--- src/rtl/dom_gf_mul_pipe_pkg.sv ---
// Shared types and helpers for the domain-oriented masked GF(2^W) multiplier.
package dom_gf_mul_pipe_pkg;

  typedef logic [0:0] bv1;
  typedef logic [1:0] bv2;
  typedef logic [3:0] bv4;

  // Widest supported field; every field element fits in a bv4.
  localparam int MAX_W = 4;

  // Number of unordered share pairs, i.e. fresh random words per multiply.
  function automatic int num_quad(input int n);
    return (n * (n - 1)) / 2;
  endfunction

  // Flat index of the unordered pair {i,j}; symmetric in i and j.
  // A pair of a share with itself does not exist and yields -1.
  function automatic int pair_index(input int i, input int j, input int n);
    int lo;
    int hi;
    if (i == j) return -1;
    lo = (i < j) ? i : j;
    hi = (i < j) ? j : i;
    return lo * n - (lo * (lo + 1)) / 2 + hi - lo - 1;
  endfunction

  // Polynomial-basis GF(2^w) multiply: shift-and-add with interleaved
  // reduction. Both x^4+x+1 and x^2+x+1 fold the top bit back as x+1.
  function automatic bv4 gf_mul(input bv4 a, input bv4 b, input int w);
    bv4   acc;
    bv4   sh;
    bv4   mask;
    bv4   red;
    logic carry;
    mask = bv4'((1 << w) - 1);
    red  = (w == 1) ? 4'b0000 : 4'b0011;
    acc  = '0;
    sh   = a & mask;
    for (int i = 0; i < MAX_W; i++) begin
      if (i < w) begin
        if (((b >> i) & 4'b0001) != 4'b0000) acc = acc ^ sh;
        carry = |(sh & bv4'(1 << (w - 1)));
        sh    = (sh << 1) & mask;
        if (carry) sh = sh ^ red;
      end
    end
    return acc & mask;
  endfunction

endpackage

--- src/rtl/dom_cross_term.sv ---
// One masked cross-domain product x_a*y_b ^ r, registered on enable.
module dom_cross_term
  import dom_gf_mul_pipe_pkg::*;
#(
  parameter int W = 4
) (
  input  logic         clk,
  input  logic         rst,
  input  logic         en,
  input  logic [W-1:0] x_a,
  input  logic [W-1:0] y_b,
  input  logic [W-1:0] r,
  output logic [W-1:0] q
);

  bv4   mix;
  logic unused_mix;

  assign mix        = gf_mul(bv4'(x_a), bv4'(y_b), W) ^ bv4'(r);
  assign unused_mix = ^mix;

  // Capture the remasked term; this register keeps glitches of the
  // unmasked product from reaching the compression XOR.
  always_ff @(posedge clk) begin
    if (rst)     q <= '0;
    else if (en) q <= mix[W-1:0];
  end

endmodule

--- src/rtl/dom_gf_mul_pipe.sv ---
// Two-stage DOM masked multiplier over GF(2^W) with valid/ready flow control.
module dom_gf_mul_pipe
  import dom_gf_mul_pipe_pkg::*;
#(
  parameter  int N_SHARES = 2,
  parameter  int W        = 4,
  localparam int NQ       = num_quad(N_SHARES)
) (
  input  logic                  clk_i,
  input  logic                  rst_i,
  input  logic                  in_valid_i,
  output logic                  in_ready_o,
  input  logic [N_SHARES*W-1:0] x_i,
  input  logic [N_SHARES*W-1:0] y_i,
  input  logic [NQ*W-1:0]       r_i,
  output logic                  out_valid_o,
  input  logic                  out_ready_i,
  output logic [N_SHARES*W-1:0] z_o
);

  if (!(W == 1 || W == 2 || W == 4)) begin : g_bad_w
    $error("dom_gf_mul_pipe: W must be 1, 2 or 4");
  end
  if (N_SHARES < 2 || N_SHARES > 5) begin : g_bad_n
    $error("dom_gf_mul_pipe: N_SHARES must be in 2..5");
  end

  logic vld_p1;
  logic vld_p2;
  logic s1_adv;
  logic s2_adv;
  logic accept;

  assign s2_adv      = !vld_p2 || out_ready_i;
  assign s1_adv      = vld_p1 && s2_adv;
  assign in_ready_o  = !vld_p1 || s2_adv;
  assign accept      = in_valid_i && in_ready_o;
  assign out_valid_o = vld_p2;

  // Stage occupancy: a stage refills from upstream whenever it may move.
  always_ff @(posedge clk_i) begin
    if (rst_i) begin
      vld_p1 <= 1'b0;
      vld_p2 <= 1'b0;
    end else begin
      if (in_ready_o) vld_p1 <= in_valid_i;
      if (s2_adv)     vld_p2 <= vld_p1;
    end
  end

  for (genvar a = 0; a < N_SHARES; a++) begin : g_dom
    bv4           inner_full;
    logic         unused_inner;
    logic [W-1:0] inner_p1;
    logic [W-1:0] part [N_SHARES+1];
    logic [W-1:0] z_p2;

    // ---- stage 1: domain-local product and remasked cross terms ----
    assign inner_full   = gf_mul(bv4'(x_i[a*W +: W]), bv4'(y_i[a*W +: W]), W);
    assign unused_inner = ^inner_full;

    // Inner product needs no fresh mask; it never leaves its own domain.
    always_ff @(posedge clk_i) begin
      if (rst_i)       inner_p1 <= '0;
      else if (accept) inner_p1 <= inner_full[W-1:0];
    end

    assign part[0] = inner_p1;

    for (genvar b = 0; b < N_SHARES; b++) begin : g_peer
      if (a != b) begin : g_x
        localparam int PI = pair_index(a, b, N_SHARES);
        logic [W-1:0] cross_p1;

        dom_cross_term #(.W(W)) u_cross (
          .clk (clk_i),
          .rst (rst_i),
          .en  (accept),
          .x_a (x_i[a*W +: W]),
          .y_b (y_i[b*W +: W]),
          .r   (r_i[PI*W +: W]),
          .q   (cross_p1)
        );

        assign part[b+1] = part[b] ^ cross_p1;
      end else begin : g_self
        assign part[b+1] = part[b];
      end
    end

    // ---- stage 2: compress registered terms into the output share ----
    // Output share only moves when stage 1 hands over a beat.
    always_ff @(posedge clk_i) begin
      if (rst_i)       z_p2 <= '0;
      else if (s1_adv) z_p2 <= part[N_SHARES];
    end

    assign z_o[a*W +: W] = z_p2;
  end

endmodule

--- config.mk ---
export PLATFORM = sky130hd
export DESIGN_NAME = dom_gf_mul_pipe
export DESIGN_NICKNAME = d
export VERILOG_FILES = /design/src/rtl/dom_gf_mul_pipe_pkg.sv /design/src/rtl/dom_cross_term.sv /design/src/rtl/dom_gf_mul_pipe.sv
export SDC_FILE = /design/constraint.sdc
export NUM_CORES = 1
export LEC_CHECK = 0
export CORE_ASPECT_RATIO = 1.25
export CORE_MARGIN = 2
export CORE_UTILIZATION = 45
export CTS_CLUSTER_SIZE = 40
export DETAILED_ROUTE_END_ITERATION = 16
export PLACE_DENSITY_LB_ADDON = 0.2
export REMOVE_ABC_BUFFERS = 1
export SYNTH_ARGS = -nofsm -noshare
export SYNTH_HDL_FRONTEND = slang
export SYNTH_SLANG_ARGS = --single-unit
--- constraint.sdc ---
create_clock -name clk_i -period 3.5 [get_ports clk_i]
set_input_delay 0.35 -clock clk_i [delete_from_list [all_inputs] [get_ports clk_i]]
set_output_delay 0.35 -clock clk_i [all_outputs]
set_load 0.005 [all_outputs]
Word level (Yosys, flattened, before mapping)
Cells that the tools add are included.
{"block": "word_totals", "register_bits": 26, "input_bits": 24, "out_inout_bits": 10, "wordCells": 58}
{"block": "classes", "mux": 22, "bitwise": 22, "reduce_logical": 6}
{"operator": "2-to-1 mux 4 bit", "n": 16}
{"operator": "XOR 4 bit", "n": 16}
{"operator": "2-to-1 mux 2 bit", "n": 6}
{"operator": "NOT 2 bit", "n": 6}
{"operator": "logical AND 1 bit", "n": 2}
{"operator": "logical NOT 1 bit", "n": 2}
{"operator": "logical OR 1 bit", "n": 2}

Depth between registers and ports, before layout
Gate-level depths: netlist of the first run.
{"block": "logic_depth", "ltp_word": 9, "mapped_depth": 7, "ltp_nobuf": 5}

Hierarchy
Synthesis of the first run repeated with hierarchy kept, for this count alone.
{"block": "hier_totals", "hier_cells": 251, "hier_area_um2": 2039.5}
{"module": "dom_gf_mul_pipe", "instances": 1, "cells_per_inst": 136, "area_each_um2": 1129.8, "seq_area_each_um2": 360.3}
{"module": "dom_cross_term at g_dom[1].g_peer[0].g_x.u_cross", "instances": 1, "cells_per_inst": 58, "area_each_um2": 460.4, "seq_area_each_um2": 80.1}
{"module": "dom_cross_term at g_dom[0].g_peer[1].g_x.u_cross", "instances": 1, "cells_per_inst": 57, "area_each_um2": 449.2, "seq_area_each_um2": 80.1}

Worst setup path after synthesis of the first run
No wires, ideal clock.
{"block": "synth_path", "path_kind": "in2reg", "startpoint": "in x_i[2]", "endpoint": "reg g_dom[0].g_peer[1].g_x.u_cross.q[1]", "setup_ps": 116, "arrival_time_ps": 1405, "t_required_ps": 3384, "setup_slack_ps": 1980, "stages": 6, "n_path_buf": 1, "path_cell_list": "buf_6 -> nand4bb_1 -> o211ai_1 -> xor2_1 -> mux2_2 -> a31o_1"}
{"block": "synth_via", "elab_chain_cells": 6, "word_cells_on_any_way": 8, "cone_classes": "mux (4); bitwise (4)"}
{"element": "start, declared", "line": "dom_gf_mul_pipe.sv:13", "source": "input logic [N_SHARES*W-1:0] x_i,"}
{"element": "2-to-1 mux 2 bit *", "line": "dom_gf_mul_pipe_pkg.sv:44", "source": "if (carry) sh = sh ^ red;"}
{"element": "XOR 4 bit or NOT 2 bit (tied branches)"}
{"element": "2-to-1 mux 4 bit or 2-to-1 mux 2 bit (tied branches)", "line": "dom_gf_mul_pipe_pkg.sv:41, dom_gf_mul_pipe_pkg.sv:44"}
{"element": "XOR 4 bit", "line": "dom_gf_mul_pipe_pkg.sv:41", "source": "if (((b >> i) & 4'b0001) != 4'b0000) acc = acc ^ sh;"}
{"element": "2-to-1 mux 4 bit *", "line": "dom_gf_mul_pipe_pkg.sv:41"}
{"element": "XOR 4 bit *", "line": "dom_cross_term.sv:19", "source": "assign mix = gf_mul(bv4'(x_a), bv4'(y_b), W) ^ bv4'(r);"}
{"element": "end signal, assigned", "line": "dom_cross_term.sv:26", "source": "else if (en) q <= mix[W-1:0];"}
{"element": "end, declared", "line": "dom_cross_term.sv:13", "source": "output logic [W-1:0] q"}
Every way passes the cells marked *; elsewhere a longest branch is shown, timed or not.
A chain may end at the register's enable or synchronous reset.

Worst setup path after layout of the first run
Same ends and word-level chain as after synthesis.

==> run metrics, run 1 <==
total of max-cap violations 0; Core Rows 27; Hold Path Class reg2reg; Cell Pwr Density 356.0 nW/um^2; drt wl/cell 11.99 um; Synth Area in Adders 0%; TritonCTS sink count 26; post-synth cell types 42; first-pass GRT wire length 6.803 mm; FF-to-FF setup slack 1900 ps; WP data arrival 2280 ps; setup repair bufs after CTS 0; total track usage 16.31%; min Tclk post-route 2109 ps; mux cell area share after synthesis 4.911%; pin count of the biggest net entering global routing 23; Num CTS Buffers 3; vias 1727; root buffer cell clkbuf_8; Placed Instances 335; largest family of logic cells by synthesized area XOR/XNOR gates; hpwl dp 3.021 mm; hold buffer count at CTS 0; port bufs 33; Final Wtd Congestion 0.7698; fraction of registers with async set/reset 0%; crit path from x_i[2]; Synth-to-Final Area Change 15.98%; Synth area leaders dfxtp_1, xnor2_1, nand2_1, xor2_1, a211oi_1; die area 5267 sq um; fillcell total 464; Ys Warns 0; ys flop type dfxtp_1; DRC violations left 0; CP endpoint g_dom[0].g_peer[1].g_x.u_cross.q[1]$_SDFFE_PP0P_; DRT Pass-1 Iters 4; Die H 80.64 um; maximum VDD drop 145.8 uV; Reg-to-Reg End g_dom[0].z_p2[1]$_SDFFE_PP0P_; setup_tns 0 ps; number of synthesized flops with an enable pin 0; Max Freq 0.4743 GHz; syn avg cell area 7.949 sq um; CP Max Fanout 16; Reg power frac 39.4%; overflow left after global routing 0; switching share of total power 27.80%; DR vias/cell 5.094; Finished Layout Cells 339; Setup violations, final 0; P_int 0.6302 mW; Crit path required time 3670 ps; share of the synthesized area in the top cell type 24.62%; Lkg Pwr 0.9213 nW; Worst-path clk slew 90 ps; status completed; unrepaired setup endpoints after global routing no; Synth area leader dfxtp_1; count leader, synth nand2_1; Logic pwr share 33.1%; level count of the clock H-tree 1; reg2reg path depth 4; Post-synth top cells nand2_1, xnor2_1, dfxtp_1; Worst Max-Slew Pin Slew 944.7 ps; final hold vios 0; vias in the first global route 1490; # resized after CTS 0; R2R Path Start out_valid_o$_SDFFE_PP0P_; Synth Area in XOR/XNOR 25.21%; P_sw 0.2427 mW; Final Cycle Share 60.24%; Post-Synth Simple-Gate Area 20.77%; Net count, final 306; Clk network pwr share 27.6%; Die X 65.31 um; Crit. End Element register; clk buf depth 2; total core area 4459 sq um; Seq cells post-synth 26; n_diodes 0; fin. max-slew vios 0; Crit Path Category in2reg; CP Launch Type primary input; sequential fraction of the synthesis area 24.62%; Starting Density 47.42%; clk_lat worst skew 260 ps; Initial DRC Count 86; Relative slew margins 36.89%; post-synthesis compound-gate area fraction 16.63%; Routed Antenna Nets 0; WL final 4.065 mm; Netlist Area Pre-Place 2115 sq um; Fin Clk Skew 4.353 ps; initial antenna violation count 0; layout cells sized above 1 5.694%; Gate Count Post-Synth 266; CTS tree built; I/O pin count 34
[per-stage QoR]
stage	utilization, %	cell area (sq um)	power, mW	setup WS (ps)	hold slack [ps]
2_1_floorplan	-	1963	0.5331	1866	419.1
3_3_place_gp	53.40	2381	0.6377	1161	455.9
3_5_place_dp	53.40	2381	0.6408	1136	460.2
4_1_cts	54.99	2452	0.8819	1412	470.6
5_1_grt	54.99	2452	0.9276	1278	490.2
6_report	54.99	2452	0.8730	1391	469.7
[layout make-up]
cell class | instances | area (sq um) | area share [%]
inverter | 4 | 15.01 | 0.6122
clock buffer | 3 | 41.29 | 1.684
clock inverter | 1 | 30.03 | 1.224
multi-input combinational | 212 | 1428 | 58.21
timing repair buffer | 35 | 345.3 | 14.08
tap | 58 | 72.57 | 2.959
sequential | 26 | 520.5 | 21.22
[power by group through the flow]
stage / clock, mW / sequential (mW) / combinational, mW
3_3_place_gp: 0 / 0.350 / 0.287
2_1_floorplan: 0 / 0.348 / 0.185
5_1_grt: 0.259 / 0.348 / 0.320
6_report: 0.241 / 0.344 / 0.289
3_5_place_dp: 0 / 0.351 / 0.290
4_1_cts: 0.247 / 0.344 / 0.291
[logic make-up after synthesis]
kind of cell,count (synthesis)
XOR/XNOR,56
flip-flops,26
buffers and inverters,28
AO/OA/AOI/OAI,52
AND/OR/NAND/NOR,95
multiplexers,9
[worst min-delay path by stage]
stage / startpoint / endpoint / cells past startpoint
after global placement: g_dom[0].g_peer[1].g_x.u_cross.q[0]$_SDFFE_PP0P_ / g_dom[0].g_peer[1].g_x.u_cross.q[0]$_SDFFE_PP0P_ / 2
after detailed placement: g_dom[0].g_peer[1].g_x.u_cross.q[0]$_SDFFE_PP0P_ / g_dom[0].g_peer[1].g_x.u_cross.q[0]$_SDFFE_PP0P_ / 2
after global routing: g_dom[0].g_peer[1].g_x.u_cross.q[0]$_SDFFE_PP0P_ / g_dom[0].g_peer[1].g_x.u_cross.q[0]$_SDFFE_PP0P_ / 2
after CTS: g_dom[0].g_peer[1].g_x.u_cross.q[0]$_SDFFE_PP0P_ / g_dom[0].g_peer[1].g_x.u_cross.q[0]$_SDFFE_PP0P_ / 2
final: g_dom[0].g_peer[1].g_x.u_cross.q[0]$_SDFFE_PP0P_ / g_dom[0].g_peer[1].g_x.u_cross.q[0]$_SDFFE_PP0P_ / 2
after floorplan: rst_i / g_dom[0].g_peer[1].g_x.u_cross.q[0]$_SDFFE_PP0P_ / 1
[worst max-delay path: stages]
cell             delay, ps
clkdlybuf4s50_1        750
nand4bb_1              330
o211ai_1               130
xor2_1                 190
mux2_2                 350
a31o_1                 170
[sequential cells by signal, summed over array words and instances, names as in the netlist]
register / cells
vld_p1: 1
g_dom.z_p2: 8
g_dom.g_peer.g_x.u_cross.q: 8
out_valid_o: 1
g_dom.inner_p1: 8
[placed cells by master, fill, tap and decap left out, types with 4 or more instances in the layout]
master / n
nor2_1: 14
nand3b_1: 5
a21oi_1: 10
xor2_1: 12
clkdlybuf4s50_1: 33
inv_1: 4
xnor2_1: 40
o22ai_1: 6
nor2b_1: 8
mux2i_1: 4
o21ai_0: 9
dfxtp_1: 26
a211oi_1: 12
nand2_1: 55
[layer usage]
layer	share of wire (%)	GRT usage (%)	vias to the layer above	wire (um)
met1	49	21.87	771	2010
li1	-	-	916	-
met2	47	27.55	38	1905
met3	2.7	0.9804	2	109
met4	0.98	5.625	0	40
met5	0	0	-	0
Power figures use the tool's default switching activity.
==> run 2: changes to the inputs <==
Clock period 3.5 ns to 2.1 ns, I/O delays scaled along.
==> run 2 against run 1 <==
Cell area is 4.9% higher; routed wire length rose by 4.5%; utilization grew 2.7 points; total power is 55% higher; clock power increased by 11%; global-route usage is 0.91 points higher; critical path depth rose by 1; sequential cell count is the same; first-iteration DRC count decreased by 31%; largest cell class unchanged; largest power group unchanged.
==> run metrics, run 2 (same netlist as run 1, synthesis figures left out) <==
DRT Pass-1 Iters 4 (unchanged); setup repair bufs after CTS 0 (unchanged); WL final 4.249 mm (was 4.065 mm); Post-Place Worst Slack 111.4 ps (was 1136 ps); n_diodes 0 (unchanged); DRC violations left 0 (unchanged); hold buffer count at CTS 0 (unchanged); Reg power frac 42.4% (was 39.4%); commonest non-fill, non-tap cell in the layout nand2_1 (unchanged); reg2reg path depth 6 (was 4); Die X 65.31 um (unchanged); maximum VDD drop 234.0 uV (was 145.8 uV); I/O pin count 34 (unchanged); unrepaired setup endpoints after global routing no (unchanged); Final Cycle Share 80.55%; Starting Density 47.42% (unchanged); Synth-to-Final Area Change 21.66% (was 15.98%); top flop regs g_dom.g_peer.g_x.u_cross.q (8), g_dom.inner_p1 (8), g_dom.z_p2 (8) (unchanged); fillcell total 470 (was 464); total track usage 17.22% (was 16.31%); Crit path required time 2250 ps (was 3670 ps); P_int 0.9496 mW (was 0.6302 mW); total core area 4459 sq um (unchanged); Die H 80.64 um (unchanged); root buffer cell clkbuf_8 (unchanged); Worst Max-Slew Pin Slew 463.2 ps (was 944.7 ps); Logic pwr share 37.9% (was 33.1%); vias 1803 (was 1727); Core Rows 27 (unchanged); # resized after CTS 0 (unchanged); Max Freq 0.5912 GHz; initial antenna violation count 0 (unchanged); Fin Clk Skew 1.699 ps (was 4.353 ps); hold path start g_dom[1].g_peer[0].g_x.u_cross.q[0]$_SDFFE_PP0P_ (was g_dom[0].g_peer[1].g_x.u_cross.q[0]$_SDFFE_PP0P_); setup ws final 408.4 ps (was 1391 ps); Crit Path Category in2reg (unchanged); hold depth 2 (unchanged); vias in the first global route 1598 (was 1490); CP Max Fanout 7 (was 16); Hold Path Class reg2reg (unchanged); clk_lat worst skew 260 ps (about the same); Crit. End Element register (unchanged); Net count, final 326 (was 306); pin count of the biggest net entering global routing 23 (unchanged); CTS tree built (unchanged); Num CTS Buffers 3 (unchanged); fin. max-slew vios 0 (unchanged); most frequent cells in the layout nand2_1, xnor2_1, clkdlybuf4s50_1 (unchanged); WP data arrival 1840 ps (was 2280 ps); Reg-to-Reg End g_dom[0].g_peer[1].g_x.u_cross.q[1]$_SDFFE_PP0P_ (was g_dom[0].z_p2[1]$_SDFFE_PP0P_); port bufs 33 (unchanged); drt wl/cell 11.87 um (was 11.99 um); status completed (unchanged); final hold vios 0 (unchanged); Final Wtd Congestion 0.8104 (was 0.7698); Lkg Pwr 1.003 nW (was 0.9213 nW); overflow left after global routing 0 (unchanged); R2R Path Start vld_p1$_SDFFE_PP0N_ (was out_valid_o$_SDFFE_PP0P_); switching share of total power 29.76% (was 27.80%); P_sw 0.4023 mW (was 0.2427 mW); CP Launch Type primary input (unchanged); min Tclk post-route 1692 ps; FF-to-FF setup slack 680 ps (was 1900 ps); first-pass GRT wire length 7.224 mm (was 6.803 mm); Relative slew margins 69.02% (was 36.89%); Placed Instances 355 (was 335); final core utilization 57.69% (was 54.99%); Cell Pwr Density 525.5 nW/um^2 (was 356.0 nW/um^2); Routed Antenna Nets 0 (unchanged); hold path endpoint g_dom[1].g_peer[0].g_x.u_cross.q[0]$_SDFFE_PP0P_ (was g_dom[0].g_peer[1].g_x.u_cross.q[0]$_SDFFE_PP0P_); Initial DRC Count 59 (was 86); clk buf depth 2 (unchanged); Setup violations, final 0 (unchanged); DR vias/cell 5.036 (was 5.094); layout cells sized above 1 11.67% (was 5.694%); hpwl dp 3.428 mm (was 3.021 mm); Finished Layout Cells 358 (was 339); TritonCTS sink count 26 (unchanged); total of max-cap violations 0 (unchanged); Area after DPL 2531 sq um (was 2381 sq um); die area 5267 sq um (unchanged); setup_tns 0 ps (unchanged); Worst-path clk slew 80 ps (was 90 ps); Clk network pwr share 19.8% (was 27.6%); level count of the clock H-tree 1 (unchanged); Design Area, Final 2572 sq um (was 2452 sq um)
run 2: changes by cell type in the layout (fill, tap and decap cells not counted):
cell	delta
buf_4	+20
bufinv_16	-1
run 2: cell type report:
cell class	count	area, sq um	share of cell area [%]
Multi-Input combinational cell	212	1428	55.50
Sequential cell	26	520.5	20.23
Timing Repair Buffer	55	495.5	19.26
Tap cell	58	72.57	2.821
Clock buffer	3	41.29	1.605
Inverter	4	15.01	0.5837
run 2: through the flow:
| stage | power, mW | hold slack (ps) |
|---|---|---|
| after floorplan | 0.8886 | 279.1 |
| after global placement | 1.094 | 459.5 |
| after detailed placement | 1.099 | 466.7 |
| after CTS | 1.368 | 478.7 |
| after global routing | 1.440 | 487.6 |
| final | 1.352 | 478.0 |
run 2: layer usage:
metal,share of wire [%],vias to the layer above,track usage [%]
met1,49,798,22.49
met2,48,38,30.41
met4,1.0,0,5.000
met3,2.4,4,0.8403
li1,-,963,-
met5,0,-,0
run 2: critical path: stages:
cell and delay (ps):
clkdlybuf4s50_1 680, buf_4 220, nand2_1 70, xnor2_1 150, xnor2_1 260, xnor2_1 160, o22ai_1 90
run 2: power by group through the flow:
| stage | Combinational [mW] | Sequential [mW] | Clock, mW |
|---|---|---|---|
| 3_3_place_gp | 0.510 | 0.584 | 0 |
| 5_1_grt | 0.565 | 0.580 | 0.295 |
| 4_1_cts | 0.516 | 0.573 | 0.278 |
| 3_5_place_dp | 0.514 | 0.585 | 0 |
| 6_report | 0.512 | 0.573 | 0.267 |
| 2_1_floorplan | 0.308 | 0.581 | 0 |
run 2: worst max-delay path by stage:
| stage | cells after the start | end | slack, ps | startpoint |
|---|---|---|---|---|
| after detailed placement | 7 | g_dom[0].g_peer[1].g_x.u_cross.q[3]$_SDFFE_PP0P_ | 110 | x_i[3] |
| final | 7 | g_dom[0].g_peer[1].g_x.u_cross.q[3]$_SDFFE_PP0P_ | 410 | x_i[3] |
| after CTS | 7 | g_dom[0].g_peer[1].g_x.u_cross.q[3]$_SDFFE_PP0P_ | 410 | x_i[3] |
| after global routing | 7 | g_dom[0].g_peer[1].g_x.u_cross.q[2]$_SDFFE_PP0P_ | 300 | x_i[3] |
| after global placement | 6 | g_dom[0].g_peer[1].g_x.u_cross.q[1]$_SDFFE_PP0P_ | 140 | y_i[7] |
| after floorplan | 4 | g_dom[0].inner_p1[0]$_SDFFE_PP0P_ | 470 | out_valid_o$_SDFFE_PP0P_ |
==> run 3: changes to the inputs <==
Clock period 2.1 ns to 1.75 ns, I/O delays scaled along.
==> run 3 against run 2 <==
Hold slack lost 0.91 ps; sequential cell count is the same; utilization grew 3.5 points; cell count grew 5.0%; routed wire length grew 6.0%; non-clock buffer count grew 17; die area is the same; combinational power grew 28%; critical endpoint is now g_dom[0].g_peer[1].g_x.u_cross.q[1]$_SDFFE_PP0P_.
==> run metrics, run 3 (same netlist as run 1, synthesis figures left out) <==
status completed (unchanged); n_diodes 0 (unchanged); Final Wtd Congestion 0.8228 (was 0.8104); total track usage 18.29% (was 17.22%); commonest non-fill, non-tap cell in the layout nand2_1 (unchanged); Core Rows 27 (unchanged); I/O pin count 34 (unchanged); Final Cycle Share 91.37%; Routed Antenna Nets 0 (unchanged); Lkg Pwr 1.105 nW (was 1.003 nW); worst-path cell chain clkdlybuf4s50_1 > nand4bb_1 > o211ai_1 > xor2_1 > mux2_2 > a31o_1 (was clkdlybuf4s50_1 > buf_4 > nand2_1 > xnor2_1 > xnor2_1 > xnor2_1 > o22ai_1); CP Max Fanout 7 (unchanged); Crit Path Category in2reg (unchanged); Finished Layout Cells 376 (was 358); Starting Density 47.42% (unchanged); reg2reg path depth 5 (was 6); DR vias/cell 5.032 (was 5.036); Relative slew margins 78.75% (was 69.02%); total core area 4459 sq um (unchanged); drt wl/cell 11.98 um (was 11.87 um); Logic pwr share 38.0% (was 37.9%); total of max-cap violations 0 (unchanged); root buffer cell clkbuf_8 (unchanged); unrepaired setup endpoints after global routing no (unchanged); pin count of the biggest net entering global routing 23 (unchanged); hold path endpoint g_dom[0].g_peer[1].g_x.u_cross.q[0]$_SDFFE_PP0P_ (was g_dom[1].g_peer[0].g_x.u_cross.q[0]$_SDFFE_PP0P_); Net count, final 343 (was 326); Clk network pwr share 22.1% (was 19.8%); Critical Path Max Stage Delay 520 ps (was 680 ps); hold buffer count at CTS 0 (unchanged); Fin Clk Skew 2.267 ps (was 1.699 ps); Reg-to-Reg End g_dom[0].g_peer[1].g_x.u_cross.q[1]$_SDFFE_PP0P_ (unchanged); Die X 65.31 um (unchanged); Placed Instances 372 (was 355); CTS tree built (unchanged); Crit. End Element register (unchanged); vias 1892 (was 1803); final hold vios 0 (unchanged); hold depth 2 (unchanged); vias in the first global route 1741 (was 1598); clk buf depth 2 (unchanged); CP Launch Type primary input (unchanged); Tot Pwr 1.720 mW (was 1.352 mW); Worst Max-Slew Pin Slew 317.8 ps (was 463.2 ps); first-pass GRT wire length 7.714 mm (was 7.224 mm); Max Freq 0.6254 GHz; min Tclk post-route 1599 ps; P_int 1.217 mW (was 0.9496 mW); FF-to-FF setup slack 360 ps (was 680 ps); Synth-to-Final Area Change 29.05% (was 21.66%); Num CTS Buffers 3 (unchanged); DRT Pass-1 Iters 4 (unchanged); die area 5267 sq um (unchanged); final core utilization 61.20% (was 57.69%); crit path max-delay cell type clkdlybuf4s50_1 (unchanged); port bufs 33 (unchanged); Reg power frac 39.9% (was 42.4%); TritonCTS sink count 26 (unchanged); Die H 80.64 um (unchanged); top flop regs g_dom.g_peer.g_x.u_cross.q (8), g_dom.inner_p1 (8), g_dom.z_p2 (8) (unchanged); hold path start g_dom[0].g_peer[1].g_x.u_cross.q[0]$_SDFFE_PP0P_ (was g_dom[1].g_peer[0].g_x.u_cross.q[0]$_SDFFE_PP0P_); setup repair bufs after CTS 0 (unchanged); fin. max-slew vios 0 (unchanged); clk_lat worst skew 270 ps (was 260 ps); Crit path required time 1920 ps (was 2250 ps); Setup violations, final 0 (unchanged); level count of the clock H-tree 1 (unchanged); Initial DRC Count 58 (was 59); P_sw 0.5035 mW (was 0.4023 mW); switching share of total power 29.27% (was 29.76%); Cell Pwr Density 630.4 nW/um^2 (was 525.5 nW/um^2); Hold Path Class reg2reg (unchanged); WP data arrival 1770 ps (was 1840 ps); DRC violations left 0 (unchanged); hold_ws 477.1 ps (was 478.0 ps); WL final 4.504 mm (was 4.249 mm); layout cells sized above 1 16.67% (was 11.67%); overflow left after global routing 0 (unchanged); initial antenna violation count 0 (unchanged); R2R Path Start vld_p1$_SDFFE_PP0N_ (unchanged); maximum VDD drop 303.9 uV (was 234.0 uV); fillcell total 436 (was 470); most frequent cells in the layout nand2_1, xnor2_1, buf_4 (was nand2_1, xnor2_1, clkdlybuf4s50_1); hpwl dp 3.635 mm (was 3.428 mm); Worst-path clk slew 80 ps (about the same)
[run 3: cell count changes in the layout (fill, tap and decap cells not counted), sizes merged]
cell | before | now
buf | 22 | 39
dlymetal6s2s | 0 | 1
clkbuf | 3 | 4
clkdlybuf4s50 | 33 | 32
[run 3: layout make-up]
| class | instances | area, sq um | area share [%] |
|---|---|---|---|
| Clock buffer | 4 | 55.05 | 2.017 |
| Multi-Input combinational cell | 212 | 1428 | 52.32 |
| Inverter | 4 | 15.01 | 0.5502 |
| Timing Repair Buffer | 72 | 638.1 | 23.38 |
| Tap cell | 58 | 72.57 | 2.659 |
| Sequential cell | 26 | 520.5 | 19.07 |
[run 3: per-stage QoR]
step | worst slack [ps] | setup TNS [ps] | area [sq um]
3_3_place_gp | -120.1 | -795.2 | 2671
4_1_cts | 119.0 | 0 | 2726
6_report | 151.0 | 0 | 2729
5_1_grt | 47.81 | 0 | 2729
3_5_place_dp | -163.5 | -1114 | 2671
2_1_floorplan | 116.0 | 0 | 1963
[run 3: power groups by stage]
stage          registers (mW)  clock network, mW  logic, mW
3_5_place_dp            0.702                  0      0.655
5_1_grt                 0.696              0.402      0.718
4_1_cts                 0.688              0.389      0.657
3_3_place_gp            0.700                  0      0.646
2_1_floorplan           0.697                  0      0.369
6_report                0.687              0.380      0.653
[run 3: how the worst max path moves through the flow]
stage	from	to	slack (ps)	depth (start not counted)
6_report	y_i[4]	g_dom[0].g_peer[1].g_x.u_cross.q[1]$_SDFFE_PP0P_	150	6
5_1_grt	x_i[7]	g_dom[1].g_peer[0].g_x.u_cross.q[2]$_SDFFE_PP0P_	50	7
4_1_cts	y_i[7]	g_dom[0].g_peer[1].g_x.u_cross.q[1]$_SDFFE_PP0P_	120	6
3_5_place_dp	y_i[4]	g_dom[0].g_peer[1].g_x.u_cross.q[1]$_SDFFE_PP0P_	-160	6
3_3_place_gp	y_i[4]	g_dom[0].g_peer[1].g_x.u_cross.q[1]$_SDFFE_PP0P_	-120	6
2_1_floorplan	out_valid_o$_SDFFE_PP0P_	g_dom[0].inner_p1[0]$_SDFFE_PP0P_	120	4
[run 3: critical path: cells and delay by family]
family	cells	cell delay [ps]
AO/OA/AOI/OAI	2	310
XOR/XNOR	1	180
buffers and inverters	1	520
multiplexers	1	350
AND/OR/NAND/NOR	1	240
[run 3: metal layers]
metal | wire length [um] | GRT usage [%] | vias up
met5 | 0 | 0 | -
met4 | 65 | 5.625 | 0
met3 | 150 | 1.261 | 6
met2 | 2206 | 32.76 | 51
met1 | 2081 | 23.16 | 841
li1 | - | - | 994
[run 3: what timing repair did]
action | in CTS | in global routing
hold endpoints to repair | 0 | 0
setup endpoints to repair | 0 | 1
gates resized for setup | 0 | 1
==> RTL change 1: new RTL, config.mk and constraints of run 3 <==
Change the package constant `MAX_W` from 4 to 3.
--- a/src/rtl/dom_gf_mul_pipe_pkg.sv
+++ b/src/rtl/dom_gf_mul_pipe_pkg.sv
@@ -6,7 +6,7 @@
   typedef logic [3:0] bv4;
 
   // Widest supported field; every field element fits in a bv4.
-  localparam int MAX_W = 4;
+  localparam int MAX_W = 3;
 
   // Number of unordered share pairs, i.e. fresh random words per multiply.
   function automatic int num_quad(input int n);
Function: changed (Yosys sat finds a counterexample within 4 cycles, from zero or initial values and one cycle with rst_i high).
==> RTL change 1 against run 3 <==
  * Highest routed layer unchanged
  * Sequential power down 2%
  * Critical path depth is 3 lower
  * The run now ends with DRC left
  * Worst setup slack gained 0.10 ns
  * Worst hold slack got worse by 0.0079 ns
  * Area after synthesis fell by 20%
  * First-iteration DRC count is 22% lower
  * Power decreased by 13%
  * Design area fell by 24%
  * Routed wire length down 33%
  * Critical endpoint is now in_ready_o
  * Sequential cell count did not move
  * Largest cell class unchanged
==> RTL change 1: results (changes against run 3) <==
| Metric | Value |
|---|---|
| DP Worst Slack | 0.0649 ns (was -0.163 ns) |
| Dpl hpwl | 2.32 mm (was 3.64 mm) |
| Routed WL | 3.01 mm (was 4.50 mm) |
| GRT met2 Usage | 0.283 (was 0.328) |
| Register area share after synthesis | 0.307 (was 0.246) |
| Hold path startpoint | g_dom[1].inner_p1[2]$_SDFFE_PP0P_ (was g_dom[0].g_peer[1].g_x.u_cross.q[0]$_SDFFE_PP0P_) |
| Largest net degree at the start of global routing | 27 (was 23) |
| GRT met1 Usage | 0.211 (was 0.232) |
| Mux share of post-synthesis cell area | 0 (was 0.0491) |
| R2r setup slk | 0.43 ns (was 0.36 ns) |
| Yosys cell types | 21 (was 42) |
| Met3 Resource Use GR | 0.0106 (was 0.0126) |
| Hold worst-path end | g_dom[1].inner_p1[2]$_SDFFE_PP0P_ (was g_dom[0].g_peer[1].g_x.u_cross.q[0]$_SDFFE_PP0P_) |
| Internal | 1.10 mW (was 1.22 mW) |
| LEAKAGE | 0.811 nW (was 1.11 nW) |
| Gr usage total | 0.162 (was 0.183) |
| Xor-xnor portion of the synthesized cell area | 0.297 (was 0.252) |
| Complex-gate fraction of the synthesized area | 0.105 (was 0.166) |
| Worst hold slack | 0.469 ns (was 0.477 ns) |
| Nets | 265 (was 343) |
| Port Buf Inserts | 31 (was 33) |
| Post-synth top cells | 66 x nand2_1, 29 x xnor2_1, 26 x dfxtp_1, 19 x nor2_1, 15 x a211oi_1 (was 55 x nand2_1, 40 x xnor2_1, 26 x dfxtp_1, 14 x nor2_1) |
| TritonRoute pass-1 iters | 10 (was 4) |
| Top cells by area, synth | dfxtp_1 31%, xnor2_1 15%, nand2_1 15% (was dfxtp_1 25%, xnor2_1 17%, nand2_1 9.8%) |
| CP peak stage delay | 0.50 ns (was 0.52 ns) |
| CP max FO | 4 (was 7) |
| Violated checks | DRC |
| Global-route wire length before repair | 5.42 mm (was 7.71 mm) |
| Layout cells sized above 1 | 0.121 (was 0.167) |
| Fillers | 347 (was 436) |
| Via/cell ratio | 4.76 (was 5.03) |
| Max Freq | 668 MHz (was 625 MHz) |
| Drt drc | 1 (was 0) |
| Origin of the critical flop-to-flop path | out_valid_o$_SDFFE_PP0P_ (was vld_p1$_SDFFE_PP0N_) |
| GP Congestion | 0.833 (was 0.823) |
| VDD IR-drop max | 0.409 mV (was 0.304 mV) |
| Status | complete, but fails checks (was completed) |
| Clock skew | 0.00522 ns (was 0.00227 ns) |
| Worst Reg-to-Reg Cells | 6 (was 5) |
| Worst Path Arrival | 1.32 ns (was 1.77 ns) |
RTL change 1: power groups by stage:
| stage | clock network (mW) | logic, mW | registers, mW |
|---|---|---|---|
| final | 0.368 | 0.454 | 0.673 |
| after global routing | 0.411 | 0.508 | 0.681 |
| after CTS | 0.384 | 0.460 | 0.674 |
| after detailed placement | 0 | 0.458 | 0.688 |
| after global placement | 0 | 0.453 | 0.687 |
| after floorplan | 0 | 0.272 | 0.687 |
RTL change 1: layout make-up:
type                       instances  area share
clock buffer                       4      0.0265
sequential                        26       0.251
multi-input combinational        163       0.492
tap                               39      0.0235
timing repair buffer              47       0.207
RTL change 1: metal layers:
metal | routed length, um | up-vias
met3 | 89 | 2
met4 | 34 | 0
li1 | - | 714
met5 | 0 | -
met2 | 1430 | 28
met1 | 1460 | 583
RTL change 1: metrics by stage:
stage	instance area [um^2]	util	std cells
after global placement	2020	0.570	275
final	2080	0.586	279
after floorplan	1540	-	189
after detailed placement	2020	0.570	275
after global routing	2080	0.586	279
after CTS	2080	0.586	279
RTL change 1: worst max-delay path by stage:
stage,start,endpoint,depth (start not counted)
after floorplan,out_valid_o$_SDFFE_PP0P_,g_dom[0].g_peer[1].g_x.u_cross.q[1]$_SDFFE_PP0P_,5
after global placement,x_i[3],g_dom[0].inner_p1[1]$_SDFFE_PP0P_,6
after detailed placement,x_i[2],g_dom[0].g_peer[1].g_x.u_cross.q[1]$_SDFFE_PP0P_,6
after CTS,out_valid_o$_SDFFE_PP0P_,in_ready_o,3
after global routing,out_valid_o$_SDFFE_PP0P_,in_ready_o,3
final,out_valid_o$_SDFFE_PP0P_,in_ready_o,3
RTL change 1: critical path: cells and delay by family, from the launching register on:
| kind | cells | cell delay [ns] |
|---|---|---|
| buf+inv | 1 | 0.50 |
| flops | 1 | 0.31 |
| simple gates | 2 | 0.25 |
==> RTL change 2: new RTL, config.mk and constraints of run 3 <==
Made on the original files. Make the reset (`rst` and `rst_i`) asynchronous in 4 clocked blocks.
--- a/src/rtl/dom_cross_term.sv
+++ b/src/rtl/dom_cross_term.sv
@@ -21,7 +21,7 @@
 
   // Capture the remasked term; this register keeps glitches of the
   // unmasked product from reaching the compression XOR.
-  always_ff @(posedge clk) begin
+  always_ff @(posedge clk or posedge rst) begin
     if (rst)     q <= '0;
     else if (en) q <= mix[W-1:0];
   end
--- a/src/rtl/dom_gf_mul_pipe.sv
+++ b/src/rtl/dom_gf_mul_pipe.sv
@@ -38,7 +38,7 @@
   assign out_valid_o = vld_p2;
 
   // Stage occupancy: a stage refills from upstream whenever it may move.
-  always_ff @(posedge clk_i) begin
+  always_ff @(posedge clk_i or posedge rst_i) begin
     if (rst_i) begin
       vld_p1 <= 1'b0;
       vld_p2 <= 1'b0;
@@ -60,7 +60,7 @@
     assign unused_inner = ^inner_full;
 
     // Inner product needs no fresh mask; it never leaves its own domain.
-    always_ff @(posedge clk_i) begin
+    always_ff @(posedge clk_i or posedge rst_i) begin
       if (rst_i)       inner_p1 <= '0;
       else if (accept) inner_p1 <= inner_full[W-1:0];
     end
@@ -90,7 +90,7 @@
 
     // ---- stage 2: compress registered terms into the output share ----
     // Output share only moves when stage 1 hands over a beat.
-    always_ff @(posedge clk_i) begin
+    always_ff @(posedge clk_i or posedge rst_i) begin
       if (rst_i)       z_p2 <= '0;
       else if (s1_adv) z_p2 <= part[N_SHARES];
     end
Check against the original RTL: differs if rst_i is asserted again (counterexample within 4 cycles, from zero or initial values and one cycle with rst_i high); with rst_i held inactive, the same outputs for 10 cycles.
==> RTL change 2 against run 3 <==
  * Routed wire length decreased by 10%
  * Worst setup slack improved by 0.10 ns
  * Power increased by 19%
  * Count of clock-buffer cells in the layout decreased by 1
  * Combinational power increased by 32%
  * Register-to-register slack improved by 0.27 ns
  * Sequential cell count unchanged
  * Area after synthesis decreased by 1.2%
  * Design area decreased by 2.2%
  * Critical endpoint is now g_dom[0].g_peer[1].g_x.u_cross.q[1]$_DFFE_PP0P_
  * Largest power group unchanged
==> RTL change 2: results (changes against run 3) <==
| Metric | Value |
|---|---|
| Clock skew | 0.00138 ns (was 0.00227 ns) |
| Worst Path Arrival | 1.65 ns (was 1.77 ns) |
| Worst setup path startpoint | y_i[7] (was y_i[4]) |
| Layout cells sized above 1 | 0.138 (was 0.167) |
| Terminus of the critical flop-to-flop path | g_dom[0].z_p2[1]$_DFFE_PP0P_ (was g_dom[0].g_peer[1].g_x.u_cross.q[1]$_SDFFE_PP0P_) |
| Clk_lat worst skew | approximately 0.26 ns |
| Rel. slew slack | 0.719 (was 0.787) |
| Register area share after synthesis | 0.311 (was 0.246) |
| Vias in the first global route | 1577 (was 1741) |
| Deepest clock path buffer count | 2 (unchanged) |
| Critical Path Sink | g_dom[0].g_peer[1].g_x.u_cross.q[1]$_DFFE_PP0P_ (was g_dom[0].g_peer[1].g_x.u_cross.q[1]$_SDFFE_PP0P_) |
| Num CTS Buffers | 3 (unchanged) |
| Gr usage total | 0.168 (was 0.183) |
| Dpl hpwl | 3.25 mm (was 3.64 mm) |
| Routed WL | 4.05 mm (was 4.50 mm) |
| Setup slack after layout | 0.253 ns (was 0.151 ns) |
| Setup bufs post-CTS | 0 (unchanged) |
| Top cells by area, synth | dfrtp_1 31%, xnor2_1 19%, nand2_1 13% (was dfxtp_1 25%, xnor2_1 17%, nand2_1 9.8%) |
| DRT iter0 DRCs | 32 (was 58) |
| DP Worst Slack | -0.0255 ns (was -0.163 ns) |
| VDD IR-drop max | 0.355 mV (was 0.304 mV) |
| Origin of the critical flop-to-flop path | out_valid_o$_DFFE_PP0P_ (was vld_p1$_SDFFE_PP0N_) |
| Global-route wire length before repair | 6.98 mm (was 7.71 mm) |
| Fillers | 412 (was 436) |
| LEAKAGE | 1.10 nW (was 1.11 nW) |
| Sw frac | 0.302 (was 0.293) |
| Status | completed (unchanged) |
| Root buffer cell | clkbuf_8 (unchanged) |
| Largest net degree at the start of global routing | 33 (was 23) |
| Placed cell area | 2630 um^2 (was 2670 um^2) |
| Hold Path Class | in2async (was reg2reg) |
| Yosys cell types | 32 (was 42) |
| Fraction of registers with async set/reset | 1.00 (was 0) |
| R2r setup slk | 0.63 ns (was 0.36 ns) |
| Cts repair resizes | 0 (unchanged) |
| Max H-tree Level | 1 (unchanged) |
| Worst Reg-to-Reg Cells | 4 (was 5) |
| Nets | 324 (was 343) |
| Post-synth top cells | 70 x nand2_1, 46 x xnor2_1, 26 x dfrtp_1, 21 x o21ai_0, 11 x buf_2 (was 55 x nand2_1, 40 x xnor2_1, 26 x dfxtp_1, 14 x nor2_1) |
| GP Congestion | 0.909 (was 0.823) |
| Via/cell ratio | 4.84 (was 5.03) |
| CP max FO | 7 (unchanged) |
| Top flop regs | g_dom.g_peer.g_x.u_cross.q (8), g_dom.inner_p1 (8), g_dom.z_p2 (8) (unchanged) |
| Synth Flop Type | dfrtp_1 (was dfxtp_1) |
-- RTL change 2: cells by family (layout without fill, tap and decap cells) --
family | after synthesis | in the layout | synth area share
and+or+nand+nor | 94 | 94 | 0.205
DFF | 26 | 26 | 0.311
muxes | 8 | 8 | 0.0401
buffers and inverters | 26 | 69 | 0.0623
xor gates and xnor gates | 58 | 58 | 0.250
AOI/OAI and AO/OA | 43 | 43 | 0.131
-- RTL change 2: cell type report --
type	instances	share of cell area
timing repair buffer	61	0.216
tap	58	0.0272
sequential	26	0.244
multi-input combinational	203	0.490
clock buffer	3	0.0155
inverter	5	0.00703
-- RTL change 2: how the worst min path moves through the flow --
stage / endpoint
after floorplan: g_dom[0].g_peer[1].g_x.u_cross.q[0]$_DFFE_PP0P_
after global placement: g_dom[0].z_p2[3]$_DFFE_PP0P_
after detailed placement: g_dom[0].z_p2[3]$_DFFE_PP0P_
after CTS: out_valid_o$_DFFE_PP0P_
after global routing: g_dom[1].z_p2[2]$_DFFE_PP0P_
final: g_dom[1].z_p2[2]$_DFFE_PP0P_
-- RTL change 2: power by group through the flow --
stage	combinational, mW	sequential (mW)	clock [mW]
detailed placement	0.871	0.889	0
CTS	0.875	0.877	0.332
global placement	0.859	0.879	0
finish	0.861	0.870	0.318
global route	0.965	0.897	0.354
floorplan	0.465	0.880	0
-- RTL change 2: critical path, cell delays in order --
cell and delay (ns):
clkdlybuf4s50_1 0.61, mux2i_1 0.22, o221a_2 0.22, xor2_1 0.21
xnor2_1 0.14, o21ai_1 0.07
-- RTL change 2: per-layer routing --
layer / up-vias / routed length, um / track usage
met4: 0 / 68 / 0.0596
met1: 764 / 1830 / 0.214
li1: 911 / - / -
met2: 43 / 2010 / 0.299
met5: - / 0 / 0
met3: 6 / 142 / 0.00980
-- RTL change 2: per-stage QoR --
step           instances   util  hold slack (ns)
4_1_cts              356  0.603            0.267
6_report             356  0.603            0.256
2_1_floorplan        234      -            0.215
5_1_grt              356  0.603            0.309
3_5_place_dp         353  0.594            0.471
3_3_place_gp         353  0.594            0.462
